==> config.mk <==
export PLATFORM = sky130hd
export DESIGN_NAME = gpu_pixel_writer
export DESIGN_NICKNAME = d
export VERILOG_FILES = /design/src/rtl/gpu_pixel_writer.sv
export SDC_FILE = /design/constraint.sdc
export NUM_CORES = 1
export LEC_CHECK = 0
export ABC_AREA = 1
export ABC_CLOCK_PERIOD_IN_PS = 7500
export CAP_MARGIN = 20
export CORE_UTILIZATION = 60
export CTS_CLUSTER_SIZE = 30
export DETAILED_ROUTE_END_ITERATION = 7
export GPL_ROUTABILITY_DRIVEN = 0
export GPL_TIMING_DRIVEN = 0
export MAX_ROUTING_LAYER = met4
export PLACE_DENSITY = 0.82
export SYNTH_ARGS = -nofsm -noshare
export SYNTH_HDL_FRONTEND = slang
export SYNTH_SLANG_ARGS = --single-unit
==> constraint.sdc <==
create_clock -name clk -period 7.5 [get_ports clk]
set_clock_uncertainty 0.1 [all_clocks]
set_input_delay 0.75 -clock clk [delete_from_list [all_inputs] [get_ports clk]]
set_output_delay 0.75 -clock clk [all_outputs]
set_load 0.02 [all_outputs]
==> src/rtl/gpu_pixel_writer.sv <==
// gpu_pixel_writer
//   Buffers accepted pixels as {framebuffer word address, colour} in a small
//   FIFO and issues them to the framebuffer one write at a time, holding each
//   request until the framebuffer acknowledges it.
//
// Optional feature macro: GPU_PIXEL_CLIP_EN
//   defined   -> pixels with X >= `WIDTH or Y >= `HEIGHT are accepted but
//                dropped, and counted in clip_cnt (saturating at 255)
//   undefined -> every pixel is written (address wraps), clip_cnt tied to 0
//
// Ports
//   clk        rising-edge clock
//   n_rst      asynchronous active-low reset
//   pix_valid  upstream pixel present
//   X, Y       pixel column / row
//   r_i/g_i/b_i pixel colour
//   pix_ready  FIFO not full; pixel taken when pix_valid && pix_ready
//   mem_wr     framebuffer write request
//   mem_addr   framebuffer word address (Y*`WIDTH + X, truncated)
//   mem_data   {r, g, b}, r in the MSBs
//   mem_ack    framebuffer accepted the current write
//   busy       FIFO non-empty or a write outstanding
//   clip_cnt   number of discarded pixels

`ifndef WIDTH
`define WIDTH 640
`endif
`ifndef HEIGHT
`define HEIGHT 480
`endif
`ifndef WIDTH_BITS
`define WIDTH_BITS 10
`endif
`ifndef HEIGHT_BITS
`define HEIGHT_BITS 9
`endif
`ifndef CHANNEL_BITS
`define CHANNEL_BITS 8
`endif

module gpu_pixel_writer #(
  parameter int FIFO_DEPTH = 4,
  parameter int ADDR_W     = 19
) (
  input  logic                       clk,
  input  logic                       n_rst,
  input  logic                       pix_valid,
  input  logic [`WIDTH_BITS-1:0]     X,
  input  logic [`HEIGHT_BITS-1:0]    Y,
  input  logic [`CHANNEL_BITS-1:0]   r_i,
  input  logic [`CHANNEL_BITS-1:0]   g_i,
  input  logic [`CHANNEL_BITS-1:0]   b_i,
  output logic                       pix_ready,
  output logic                       mem_wr,
  output logic [ADDR_W-1:0]          mem_addr,
  output logic [3*`CHANNEL_BITS-1:0] mem_data,
  input  logic                       mem_ack,
  output logic                       busy,
  output logic [7:0]                 clip_cnt
);

  localparam int DW = 3 * `CHANNEL_BITS;
  localparam int EW = ADDR_W + DW;
  localparam int PW = $clog2(FIFO_DEPTH);

  typedef enum logic {IDLE, WRITE} state_t;

  state_t            state_q, state_d;
  logic [EW-1:0]     fifo_q [FIFO_DEPTH];
  logic [PW-1:0]     wptr_q, rptr_q;
  logic [PW:0]       count_q, count_d;
  logic              mem_wr_q, mem_wr_d;
  logic [ADDR_W-1:0] addr_q, addr_d;
  logic [DW-1:0]     data_q, data_d;

  logic              full, empty, clip, accept, push, pop;
  logic [ADDR_W-1:0] pix_addr;
  logic [EW-1:0]     head;

  assign full      = (count_q == (PW+1)'(FIFO_DEPTH));
  assign empty     = (count_q == '0);
  assign pix_ready = !full;
  assign accept    = pix_valid && !full;

  // Arithmetic done directly at ADDR_W bits, so truncation is modular.
  assign pix_addr = ADDR_W'(Y) * ADDR_W'(`WIDTH) + ADDR_W'(X);

`ifdef GPU_PIXEL_CLIP_EN
  assign clip = (32'(X) >= 32'(`WIDTH)) || (32'(Y) >= 32'(`HEIGHT));
`else
  assign clip = 1'b0;
`endif

  assign push = accept && !clip;
  assign head = fifo_q[rptr_q];

  // FIFO storage needs no reset: only entries covered by count_q are read.
  always_ff @(posedge clk) begin
    if (push) fifo_q[wptr_q] <= {pix_addr, r_i, g_i, b_i};
  end

  always_comb begin
    count_d = count_q;
    case ({push, pop})
      2'b10:   count_d = count_q + 1'b1;
      2'b01:   count_d = count_q - 1'b1;
      default: count_d = count_q;
    endcase
  end

  // Pointers wrap naturally because FIFO_DEPTH is a power of two.
  always_ff @(posedge clk or negedge n_rst) begin
    if (!n_rst) begin
      wptr_q  <= '0;
      rptr_q  <= '0;
      count_q <= '0;
    end else begin
      if (push) wptr_q <= wptr_q + 1'b1;
      if (pop)  rptr_q <= rptr_q + 1'b1;
      count_q <= count_d;
    end
  end

  // Write FSM: the head entry is loaded into the output registers on the
  // same edge it is popped, so an ack with data waiting chains back-to-back.
  always_comb begin
    state_d  = state_q;
    mem_wr_d = mem_wr_q;
    addr_d   = addr_q;
    data_d   = data_q;
    pop      = 1'b0;
    case (state_q)
      IDLE: begin
        if (!empty) begin
          pop      = 1'b1;
          state_d  = WRITE;
          mem_wr_d = 1'b1;
          addr_d   = head[EW-1:DW];
          data_d   = head[DW-1:0];
        end
      end
      WRITE: begin
        if (mem_ack) begin
          if (!empty) begin
            pop    = 1'b1;
            addr_d = head[EW-1:DW];
            data_d = head[DW-1:0];
          end else begin
            state_d  = IDLE;
            mem_wr_d = 1'b0;
          end
        end
      end
      default: begin
        state_d  = IDLE;
        mem_wr_d = 1'b0;
      end
    endcase
  end

  always_ff @(posedge clk or negedge n_rst) begin
    if (!n_rst) begin
      state_q  <= IDLE;
      mem_wr_q <= 1'b0;
      addr_q   <= '0;
      data_q   <= '0;
    end else begin
      state_q  <= state_d;
      mem_wr_q <= mem_wr_d;
      addr_q   <= addr_d;
      data_q   <= data_d;
    end
  end

  assign mem_wr   = mem_wr_q;
  assign mem_addr = addr_q;
  assign mem_data = data_q;
  assign busy     = !empty || (state_q == WRITE);

`ifdef GPU_PIXEL_CLIP_EN
  logic [7:0] clip_q, clip_d;

  always_comb begin
    clip_d = clip_q;
    if (accept && clip && (clip_q != 8'hFF)) clip_d = clip_q + 8'd1;
  end

  always_ff @(posedge clk or negedge n_rst) begin
    if (!n_rst) clip_q <= '0;
    else        clip_q <= clip_d;
  end

  assign clip_cnt = clip_q;
`else
  assign clip_cnt = '0;
`endif

endmodule
==> out/results.ini <==
[drt]
drt-initial-drc-count = 667
wirelength_mm = 20.5
ant_nets = 0
via_per_inst = 5.76
wl_per_cell_microns = 18.4
firstDrtPassIters = 6
drcViolationCount = 0
vias = 6430

[logic_synthesis]
synthAdderAreaFrac_pct = 3.74
synthXorXnorAreaFrac_pct = 1.21
muxShareOfSynthArea_pct = 0
syn_area_sq_um = 9300
ys_types = 32
synth-compound-area-share_pct = 8.09
syn_area_per_cell_sq_um = 11.8
synth_seq_cells = 224
netlist_instances = 788
ys_warn_count = 0
yosysSeqAreaShare_pct = 69.6
yosys.area_share.simple_pct = 13.2
synth_top_family_by_area = simple AND/OR/NAND/NOR gates

[timing]
finalSetupViolCount = 0
fin_tns_setup_ps = 0
layout_min_cycle_time_ps = 3000
final_hold_viol_count = 0
worst_slew_pin_slew_ps = 934
fmax_mhz = 333
rsz0062_at_grt = no
period_share_pct = 40.1
drv_slew = 0
whs_ps = 174
max-slew-margin-rel_pct = 37.6

[floorplan]
dieArea_sq_um = 16000
top_level_ports = 101
die_x_microns = 126
core_sq_um = 15100
rows = 45
die_y_microns = 126
start_util_pct = 61.4

[setup_path]
cp_slowest_stage_delay_ps = 520
path_buf_inv = 4
reg2reg_setup_slack_ps = 4770
crit_path_max_fanout = 10
crit_slowest_cell = clkbuf_1
endpoint_kind = flip-flop
required_ps = 7760
critPathTopFamily = buffers and inverters
critPathArrivalTime_ps = 3270
path_cells = clkdlybuf4s50_1 > or2_1 > nand2_1 > inv_2 > clkbuf_1 > ha_1 > inv_1 > fa_1 > a21oi_1 > o21ai_0 > xnor2_1
start_kind = primary input
critical_path_class = in -> reg

[layout]
layout_common_cells = nor2_1 (227), edfxtp_1 (172), clkdlybuf4s50_1 (91), o21ai_0 (81), dfrtp_1 (52)
drive_above_1_share_pct = 8.30
area_growth_pct = 20.9
layout_commonest_cell = nor2_1
fin_area_sq_um = 11200
nFillCells = 942
fin_nets = 988
antenna_cells = 0

[clock_network]
cts-root-buf = clkbuf_16
ctsResizeCount = 0
numCtsBuffers = 21
hold_buffers = 0
clk_path_buf_depth = 3
cts.sinks = 224
path_clk_slew_ps = 60
clk_latency_ps = 480
post_cts.repair.setup_buffers = 0
htreeDepth = 1
cts_tree = built

[global_routing]
grt_pass1_wl_mm = 32.3
track_usage_pct = 27.1
grt_pass1_vias = 6414
grt_antenna_before_repair = 0
gr-total-overflow = 0
grt_max_degree = 33

[place]
post_dp_cell_area_sq_um = 10600
place_hpwl_mm = 12.6
port_buffers = 92

[run]
cap_violations = 0

[outcome]
outcome = finished, final reports clean

[power_and_ir_drop]
pwr_density_cell_nw_per_um2 = 403
ir_drop_v = 0.000207
p_leak_nw = 4.22

[min_path]
hp-class = in -> async

==> state kept, by name, indices dropped and copies added, names as in the netlist <==
| register | cells |
|---|---|
| fifo_q | 172 |
| count_q | 3 |
| mem_data | 24 |
| mem_addr | 19 |
| state_q | 1 |
| wptr_q | 2 |
| mem_wr | 1 |
| rptr_q | 2 |
==> per-layer routing <==
metal / global-route usage, % / vias up / share of wire, %
met3: 3.29 / 60 / 5.8
met1: 32.5 / 3133 / 39
met2: 47.2 / 284 / 53
met5: - / - / 0
met4: 10.6 / 0 / 2.0
li1: - / 2953 / -
==> metrics by stage <==
stage | std cells | util [%] | power [mW] | setup slack [ps]
after floorplan | 795 | - | 2.85 | 4210
after global placement | 1075 | 69.2 | 3.45 | 2300
after detailed placement | 1080 | 70.1 | 3.54 | 4000
after CTS | 1116 | 74.2 | 4.52 | 4490
after global routing | 1116 | 74.2 | 4.76 | 4370
final | 1116 | 74.2 | 4.53 | 4500
==> Yosys cell counts <==
cell,n,share of area [%]
a21o_1,1,0.081
a21oi_1,5,0.27
a31oi_1,43,2.9
buf_1,3,0.12
buf_2,6,0.32
buf_4,12,0.97
buf_6,3,0.36
clkbuf_1,21,0.85
conb_1,1,0.040
dfrtp_1,52,14
edfxtp_1,172,56
fa_1,3,0.65
ha_1,23,3.1
inv_1,31,1.3
inv_2,7,0.28
nand2_1,43,1.7
nand2_2,4,0.27
nand2_4,3,0.36
nand3_1,13,0.70
nand3_2,2,0.22
nand3b_1,1,0.081
nand4_1,2,0.13
nor2_1,231,9.3
nor2_2,1,0.067
nor2_4,1,0.12
nor3_2,1,0.11
o21ai_0,81,4.4
o21ai_1,9,0.48
or2_1,1,0.067
xnor2_1,6,0.57
xor2_1,5,0.47
xor2_2,1,0.18
==> area by class of cell <==
type                            count  area, sq um  share of cell area [%]
Clock buffer                       29          556                    4.95
Sequential cell                   224         6470                    57.6
Multi-Input combinational cell    488         2500                    22.2
Clock inverter                      7         60.1                   0.535
Buffer                             45          244                    2.17
Timing Repair Buffer               97         1030                    9.18
Inverter                           38          143                    1.27
Tap cell                          188          235                    2.09
==> worst paths after layout <==
path / start / to / cells after the start
max in group asynchronous: n_rst / mem_data[8] / 2
worst max-delay path: mem_ack / count_q[2] / 11
worst min-delay path: n_rst / mem_addr[2] / 1
min in group clk: state_q / mem_wr / 1
worst max register to register: state_q / count_q[2] / 11
worst min register to register: state_q / mem_wr / 1
==> report_power, final <==
part           internal (mW)  switching (mW)  leakage (nW)
sequential              1.71           0.133          2.16
combinational          0.622            1.09          1.76
clock                  0.551           0.417         0.297
total                   2.88            1.64          4.22
==> worst reg2reg max path, cell delays in order, from the launching register on <==
cell      delay [ps]
dfrtp_1          380
inv_1             70
or2_1            140
nand2_1          140
inv_2            160
clkbuf_1         520
ha_1             260
inv_1             70
fa_1             390
a21oi_1          140
o21ai_0          110
xnor2_1          140
==> kinds of logic after synthesis <==
family                   count (synthesis)
XOR/XNOR                                12
adder cells (fa/ha/maj)                 26
buffers and inverters                   83
other                                    1
AND/OR/NAND/NOR                        303
AO/OA/AOI/OAI                          139
flip-flops                             224
Power figures use the tool's default switching activity.
